===== config.mk =====
export PLATFORM = sky130hd
export DESIGN_NAME = pwm_multi
export DESIGN_NICKNAME = d
export VERILOG_FILES = /design/src/rtl/pwm_pkg.sv /design/src/rtl/pwm_channel.sv /design/src/rtl/pwm_multi.sv
export SDC_FILE = /design/constraint.sdc
export NUM_CORES = 1
export LEC_CHECK = 0
export CAP_MARGIN = 20
export CORE_MARGIN = 3
export CORE_UTILIZATION = 53
export DETAILED_ROUTE_END_ITERATION = 7
export PLACE_DENSITY = 0.75
export REMOVE_ABC_BUFFERS = 1
export SYNTH_ARGS = -nofsm -noshare
export SYNTH_HDL_FRONTEND = slang
export SYNTH_SLANG_ARGS = --single-unit

===== constraint.sdc =====
create_clock -name clk -period 5.5 [get_ports clk]
set_input_delay 0.825 -clock clk [delete_from_list [all_inputs] [get_ports clk]]
set_output_delay 0.825 -clock clk [all_outputs]
set_load 0.02 [all_outputs]

===== src/rtl/pwm_pkg.sv =====
`default_nettype none
// ============================================================================
// Module      : pwm_pkg
// Description : Shared types and default sizes for the multi-channel PWM.
// Revision    : 1.0 - initial release
// ============================================================================
package pwm_pkg;

    // Counting scheme of the shared period counter
    typedef enum logic {
        PWM_EDGE   = 1'b0,
        PWM_CENTER = 1'b1
    } pwm_mode_t;

    // Counter direction (only meaningful in centre-aligned mode)
    typedef enum logic {
        DIR_UP   = 1'b0,
        DIR_DOWN = 1'b1
    } dir_t;

    localparam int PWM_WIDTH_DEFAULT    = 16;
    localparam int PWM_CHANNELS_DEFAULT = 4;

endpackage
`default_nettype wire


===== src/rtl/pwm_channel.sv =====
`default_nettype none
// ============================================================================
// Module      : pwm_channel
// Description : One PWM compare channel: shadow/active compare, comparison
//               against the shared counter, polarity and output register.
// Revision    : 1.0 - initial release
// ============================================================================
module pwm_channel
    import pwm_pkg::*;
#(
    parameter int WIDTH = PWM_WIDTH_DEFAULT
) (
    input  logic             clk,
    input  logic             nrst,
    input  logic             enable,
    input  logic             load,
    input  logic             xfer,
    input  logic             polarity,
    input  logic [WIDTH-1:0] count,
    input  logic [WIDTH-1:0] compare_in,
    output logic             line
);

    logic [WIDTH-1:0] shadow_cmp;
    logic [WIDTH-1:0] active_cmp;
    logic [WIDTH-1:0] eff_cmp;
    logic             raw;

    // In a transfer cycle the comparison already uses the incoming value, so
    // the new duty shows on line together with tc/applied.
    assign eff_cmp = xfer ? shadow_cmp : active_cmp;
    assign raw     = (count < eff_cmp);

    // Shadow compare captures the host value on every load strobe
    always_ff @(posedge clk or negedge nrst) begin
        if (!nrst) begin
            shadow_cmp <= '0;
        end else if (load) begin
            shadow_cmp <= compare_in;
        end
    end

    // Active compare follows the shadow only on a transfer strobe
    always_ff @(posedge clk or negedge nrst) begin
        if (!nrst) begin
            active_cmp <= '0;
        end else if (xfer) begin
            active_cmp <= shadow_cmp;
        end
    end

    // Registered output; inactive level (= polarity) while halted
    always_ff @(posedge clk or negedge nrst) begin
        if (!nrst) begin
            line <= 1'b0;
        end else if (enable) begin
            line <= raw ^ polarity;
        end else begin
            line <= polarity;
        end
    end

endmodule
`default_nettype wire


===== src/rtl/pwm_multi.sv =====
`default_nettype none
// ============================================================================
// Module      : pwm_multi
// Description : Multi-channel PWM generator with one shared period counter,
//               edge- or centre-aligned counting and double-buffered
//               period/compare values applied at period boundaries.
// Revision    : 1.0 - initial release
// ============================================================================
module pwm_multi
    import pwm_pkg::*;
#(
    parameter int WIDTH    = PWM_WIDTH_DEFAULT,
    parameter int CHANNELS = PWM_CHANNELS_DEFAULT
) (
    input  logic                      clk,
    input  logic                      nrst,
    input  logic                      enable,
    input  pwm_mode_t                 mode,
    input  logic                      load,
    input  logic [WIDTH-1:0]          period_in,
    input  logic [CHANNELS*WIDTH-1:0] compare_in,
    input  logic [CHANNELS-1:0]       polarity,
    output logic [CHANNELS-1:0]       line,
    output logic                      tc,
    output logic                      applied,
    output logic [WIDTH-1:0]          count
);

    localparam logic [WIDTH-1:0] ONE = WIDTH'(1);

    logic [WIDTH-1:0] count_r;
    logic [WIDTH-1:0] count_next;
    dir_t             dir_r;
    dir_t             dir_next;
    pwm_mode_t        mode_r;
    logic [WIDTH-1:0] shadow_period;
    logic [WIDTH-1:0] active_period;
    logic [WIDTH-1:0] eff_period;
    logic             pending;
    logic             at_zero;
    logic             boundary;
    logic             xfer;

    // A running counter sits at zero only in the first cycle of a period,
    // in both modes, so that is the boundary cycle.
    assign at_zero  = (count_r == '0);
    assign boundary = enable && at_zero;
    // While halted a pending shadow is pushed through on the next clock.
    assign xfer     = pending && (!enable || at_zero);
    // The new period governs the counting that starts in the boundary cycle.
    assign eff_period = xfer ? shadow_period : active_period;

    // Counter / direction state register
    always_ff @(posedge clk or negedge nrst) begin
        if (!nrst) begin
            count_r <= '0;
            dir_r   <= DIR_UP;
        end else begin
            count_r <= count_next;
            dir_r   <= dir_next;
        end
    end

    // Next-state logic of the counter and its direction
    always_comb begin
        count_next = count_r;
        dir_next   = dir_r;
        if (!enable) begin
            count_next = '0;
            dir_next   = DIR_UP;
        end else if (at_zero) begin
            dir_next   = DIR_UP;
            count_next = (eff_period != '0) ? ONE : '0;
        end else if (mode_r == PWM_EDGE) begin
            count_next = (count_r >= eff_period) ? '0 : count_r + ONE;
        end else if (dir_r == DIR_UP) begin
            if (count_r >= eff_period) begin
                count_next = count_r - ONE;
                dir_next   = DIR_DOWN;
            end else begin
                count_next = count_r + ONE;
            end
        end else begin
            count_next = count_r - ONE;
        end
    end

    // Output decode of the counter state
    always_comb begin
        count = count_r;
    end

    // Counting mode is only latched while halted
    always_ff @(posedge clk or negedge nrst) begin
        if (!nrst) begin
            mode_r <= PWM_EDGE;
        end else if (!enable) begin
            mode_r <= mode;
        end
    end

    // Period double buffer and pending flag; a load in a transfer cycle
    // stays pending because the transfer reads the old shadow.
    always_ff @(posedge clk or negedge nrst) begin
        if (!nrst) begin
            shadow_period <= '0;
            active_period <= '0;
            pending       <= 1'b0;
        end else begin
            if (load) begin
                shadow_period <= period_in;
            end
            if (xfer) begin
                active_period <= shadow_period;
            end
            if (load) begin
                pending <= 1'b1;
            end else if (xfer) begin
                pending <= 1'b0;
            end
        end
    end

    // Registered period-start and transfer-done pulses
    always_ff @(posedge clk or negedge nrst) begin
        if (!nrst) begin
            tc      <= 1'b0;
            applied <= 1'b0;
        end else begin
            tc      <= boundary;
            applied <= xfer;
        end
    end

    generate
        for (genvar i = 0; i < CHANNELS; i++) begin : g_channel
            pwm_channel #(
                .WIDTH (WIDTH)
            ) u_channel (
                .clk        (clk),
                .nrst       (nrst),
                .enable     (enable),
                .load       (load),
                .xfer       (xfer),
                .polarity   (polarity[i]),
                .count      (count_r),
                .compare_in (compare_in[i*WIDTH +: WIDTH]),
                .line       (line[i])
            );
        end
    endgenerate

endmodule
`default_nettype wire


* Yosys cells after proc, flatten, opt, wreduce, memory -nomap -nowiden
Index checks and enable logic that the tools add are counted.
Storage, ports and cells: flip-flop bits (word level) 185, input bits 89, output and inout port bits 22, logic and storage cells 62
Cells by class: $add $sub $neg 2, order comparisons 5, equal/unequal tests 1, mux-type cells 23, bitwise gates (word level) 4, reduce and logical (&&, ||, !) cells 7
Operator list (number):
- $mux 16 | 11
- $lt 16x16->1 | 4
- $add 16x1->16 const B | 1
- $ge 16x16->1 | 1
- $logic_not 16->1 | 1
- $reduce_bool 16->1 | 1
- $sub 16x1->16 const B | 1
- $mux 1 | 12
- $xor 1x1->1 | 4
- $ne 3x1->1 const B | 1
- $logic_and 1x1->1 | 2
- $reduce_bool 2->1 | 1
- $logic_not 1->1 | 1
- $logic_or 1x1->1 | 1

* Depth between registers and ports, before layout
word-level depth 10, gate-level depth with buffers 19, mapped depth without buffers 15

* Hierarchy
A second synthesis with hierarchy kept.
Second synthesis, totals: cells, all modules 784, area, all modules 9414.0 µm²
By module, submodules not included:
- pwm_channel (g_channel[0].u_channel ...) | instances 2, cells an instance 123, area an instance 1589.0 µm², seq. area each 825.8 µm²
- pwm_multi | instances 1, cells an instance 292, area an instance 3056.7 µm², seq. area each 1326.3 µm²
- pwm_channel (g_channel[1].u_channel) | instances 1, cells an instance 123, area an instance 1594.0 µm², seq. area each 825.8 µm²
- pwm_channel (g_channel[2].u_channel) | instances 1, cells an instance 123, area an instance 1585.3 µm², seq. area each 825.8 µm²

* Worst setup path before layout
Ideal clock, no wire load.
kind register to register, start point register count_r[0], in the netlist count[0], end point register count_r[7], in the netlist count[7], library setup time 0.120 ns, data arrival time 4.011 ns, required time 5.380 ns, setup slack 1.370 ns, cell stages (with the launch flop) 20, buffers on the path 5, period minus slack after synthesis 4.130 ns, cell sequence dfrtp_1 -> buf_2 -> inv_1 -> ha_1 -> nand2b_1 -> nor3_4 -> a31oi_1 -> buf_2 -> buf_2 -> buf_2 -> mux2i_1 -> ha_1 -> o21ai_0 -> a21oi_1 -> o31ai_1 -> a211oi_1 -> clkbuf_1 -> nor3_1 -> nor3_1 -> and3b_1
Between the ends: longest elaborated chain between the ends 10, elaborated cells on any way between the ends 13, classes of those cells 2 x add/sub; 1 x order compare; 7 x mux; 3 x reduce/logical
RTL lines:
- start, declared | RTL line pwm_multi.sv:31 | logic [WIDTH-1:0] count_r;
- start signal, assigned | RTL line pwm_multi.sv:59 | count_r <= count_next;
- $logic_not 16->1 | RTL line pwm_multi.sv:46 | assign at_zero = (count_r == '0);
- $logic_or 1x1->1 | RTL line pwm_multi.sv:49 | assign xfer = pending && (!enable || at_zero);
- $logic_and 1x1->1 | RTL line pwm_multi.sv:49
- $mux 16
- $ge 16x16->1 | RTL line pwm_multi.sv:75, pwm_multi.sv:77
- $mux 16 | RTL line pwm_multi.sv:77 | if (count_r >= eff_period) begin
- $mux 16 | RTL line pwm_multi.sv:76 | end else if (dir_r == DIR_UP) begin
- $mux 16 | RTL line pwm_multi.sv:74 | end else if (mode_r == PWM_EDGE) begin
- $mux 16 * | RTL line pwm_multi.sv:71 | end else if (at_zero) begin
- $mux 16 * | RTL line pwm_multi.sv:68 | if (!enable) begin
- net count_next[7] | RTL line pwm_multi.sv:32 | logic [WIDTH-1:0] count_next;
Mark *: on every way through the listed nets, which the timed path passes. The rest lies on a longest branch. A chain may end at the register's enable or synchronous reset.

* Worst setup path in the final report
start point register count_r[1], in the netlist count[1], end point register g_channel[3].u_channel.line
Between the ends: longest elaborated chain between the ends 7
RTL lines:
- $logic_not 16->1 | RTL line pwm_multi.sv:46
- $logic_or 1x1->1 | RTL line pwm_multi.sv:49
- $logic_and 1x1->1 | RTL line pwm_multi.sv:49
- $mux 16
- $lt 16x16->1 * | RTL line pwm_channel.sv:32 | assign raw = (count < eff_cmp);
- $xor 1x1->1 * | RTL line pwm_channel.sv:57 | line <= raw ^ polarity;
- $mux 1 * | RTL line pwm_channel.sv:56 | end else if (enable) begin
- end signal, assigned | RTL line pwm_channel.sv:57
- end signal, assigned | RTL line pwm_channel.sv:59 | line <= polarity;
- end, declared | RTL line pwm_channel.sv:21 | output logic line
Every way passes the cells marked *; elsewhere a longest branch is shown, timed or not.

==> flow_metrics.env <==
export IMPL_status="complete, no violations"
export IMPL_async_flop_share_pct=100
export IMPL_die_area_um2=19300
export IMPL_drt_initial_drc_count=432
export IMPL_rsz0062_at_grt="no"
export IMPL_grt_pass1_wl_mm=36.3
export IMPL_cts_buffers=17
export IMPL_ys_warn_count=0
export IMPL_drt_total_wl_mm=22.0
export IMPL_slew_headroom_pct=27.7
export IMPL_cp_arrival_ns=5.12
export IMPL_die_x_um=139
export IMPL_hold_path_class="in -> async"
export IMPL_drc=0
export IMPL_antenna_found_initial=0
export IMPL_die_y_um=139
export IMPL_post_cts_buffers=0
export IMPL_maxSlewViolCount=0
export IMPL_synth_top_area_cell="dfrtp_1"
export IMPL_synth_cells=791
export IMPL_worstReg2RegStart="count[1]"
export IMPL_dp_hpwl_mm=15.3
export IMPL_cts_sinks=185
export IMPL_fmax_ghz=0.208
export IMPL_grt_max_degree=82
export IMPL_synth_edff_count=0
export IMPL_final_nets=1078
export IMPL_antenna_left=0
export IMPL_tritoncts="done"
export IMPL_gp_congestion=0.925
export IMPL_rr_endpoint="g_channel[3].u_channel.line"
export IMPL_final_cells=1143
export IMPL_power_density_nw_per_um2=386
export IMPL_rr_worst_depth=16
export IMPL_critPathRequiredTime_ns=5.82
export IMPL_netlist_area_um2=9360
export IMPL_fin_crit_ns=4.80
export IMPL_period_share_pct=87.3
export IMPL_syn_area_per_cell_um2=11.8
export IMPL_maxCapViolations=0
export IMPL_dr_pass1_iters=5
export IMPL_netlist_area_leader_share_pct=49.5
export IMPL_final_cell_mix="dfrtp_1 (185), clkdlybuf4s50_1 (108), mux2_2 (91), inv_1 (83), ha_1 (78)"
export IMPL_cts_buffer_depth=2
export IMPL_hold_viol=0
export IMPL_peakVddDrop_mv=0.269
export IMPL_tightestPinTransition_ns=1.09
export IMPL_placed_area_um2=10800
export IMPL_synth_area_leaders="dfrtp_1 (49%), mux2_2 (11%), ha_1 (10%), mux2i_1 (8.0%), inv_1 (3.3%)"
export IMPL_p_leak_nw=5.58
export IMPL_synth_distinct_cells=52
export IMPL_wl_per_cell_um=19.2
export IMPL_grt_pass1_vias=7105
export IMPL_start_util_pct=55.2
export IMPL_gr_total_overflow=0
export IMPL_dp_cells=1112
export IMPL_num_rows=47
export IMPL_insertion_delay_ns=0.43
export IMPL_ctsHtreeMaxLevel=4
export IMPL_port_buffers=110
export IMPL_ys_seq_area_share_pct=49.5
export IMPL_setup_ws_ns=0.700
export IMPL_antenna_cells=0
export IMPL_clock_root_buffer="clkbuf_16"
export IMPL_fp_coreArea_um2=16900
export IMPL_area_growth_pct=21.6
export IMPL_vias=6556
export IMPL_r2r_slack_ns=0.70
export IMPL_finalClockSkew_ns=0.00821
export IMPL_stdcell_area_um2=11400
export IMPL_cts_resized=0
export IMPL_drive_gt1_share_pct=16.1
export IMPL_ctsHoldBuffers=0
export IMPL_synth_flop_cell="dfrtp_1"
export IMPL_synth_seq_cells=185
export IMPL_dp_slack_ns=0.543
export IMPL_setup_violations=0
export IMPL_clkTransAtPathRegs_ns=0.07
export IMPL_total_power_mw=4.39
export IMPL_grtUsageTotal_pct=23.5
export IMPL_io_pin_count=111
export IMPL_worst_setup_path_type="reg -> reg"
export IMPL_viasPerCell=5.74
export IMPL_final_common_cell="dfrtp_1"
export IMPL_cp_end_kind="flop"
export IMPL_start_kind="flop"
export IMPL_worstPathMaxFanout=27
area by class of cell:
type,instances,area [um^2]
clock buffer,22,484
clock inverter,9,136
fill,1222,5560
inverter,83,312
multi-input combinational,496,4300
sequential,185,4630
tap,220,275
timing repair buffer,128,1230
stage by stage:
stage          hold slack (ns)  setup TNS, ns  util [%]
4_1_cts                  0.416              0      67.1
2_1_floorplan            0.457        -303.83         -
3_5_place_dp             0.479              0      63.5
3_3_place_gp             0.472              0      63.5
5_1_grt                  0.438              0      67.1
6_report                 0.393              0      67.1
cell usage after synthesis, types with 10 or more instances:
cell	instances
nand3_1	10
a21oi_1	20
nor2_1	24
nor4_1	10
ha_1	78
clkbuf_1	13
mux2i_1	75
nor3_1	24
a21o_1	14
mux2_2	91
o21ai_0	29
nand4_1	12
inv_1	83
nand2_1	20
and3_1	10
dfrtp_1	185
buf_2	10
cell families after synthesis:
group	synth area share [%]
xor gates and xnor gates	0.655
and+or+nand+nor	8.87
AOI/OAI and AO/OA	6.71
adders and majority gates	10.4
DFF	49.5
muxes	19.1
buffers and inverters	4.71
critical path: stages (launching register included):
cell and delay, ns:
dfrtp_1 0.74, inv_1 0.10, ha_1 0.25, nand2b_1 0.22
nor3_4 0.09, a31oi_4 0.65, buf_4 0.34, buf_4 0.41
mux2i_1 0.31, ha_1 0.30, a21oi_1 0.15, a21boi_0 0.10
o21a_1 0.17, o21ai_0 0.37, and4b_1 0.26, nand2_1 0.07
xnor2_1 0.12
routing by layer:
metal  GRT usage, %  wire length [um]  part of all wire, %  up-vias
met5              0                 0                    0        -
met4           6.69               415                  1.9        0
met3           5.31              1230                  5.6       32
met2           38.4             10600                   48      211
met1           31.9              9760                   44     3257
li1               -                 -                    -     3056
state kept, by name, summed over array words and instances, names as in the netlist:
signal / count
active_period: 16
applied: 1
count: 16
dir_r: 1
g_channel.u_channel.active_cmp: 64
g_channel.u_channel.line: 4
g_channel.u_channel.shadow_cmp: 64
mode_r: 1
pending: 1
shadow_period: 16
tc: 1
how the worst max path moves through the flow:
stage | startpoint | end | cells after the start
after detailed placement | enable | g_channel[3].u_channel.line | 15
after floorplan | count[0] | count[12] | 15
final | count[1] | g_channel[3].u_channel.line | 16
after CTS | count[1] | g_channel[3].u_channel.line | 16
after global placement | enable | g_channel[3].u_channel.line | 15
after global routing | count[1] | g_channel[3].u_channel.line | 16
power by group:
group / total (mW) / switching [mW] / internal (mW)
Combinational: 1.26 / 0.695 / 0.568
Sequential: 1.84 / 0.143 / 1.69
Clock: 1.29 / 0.523 / 0.765
(Power assumes the default switching activity.)
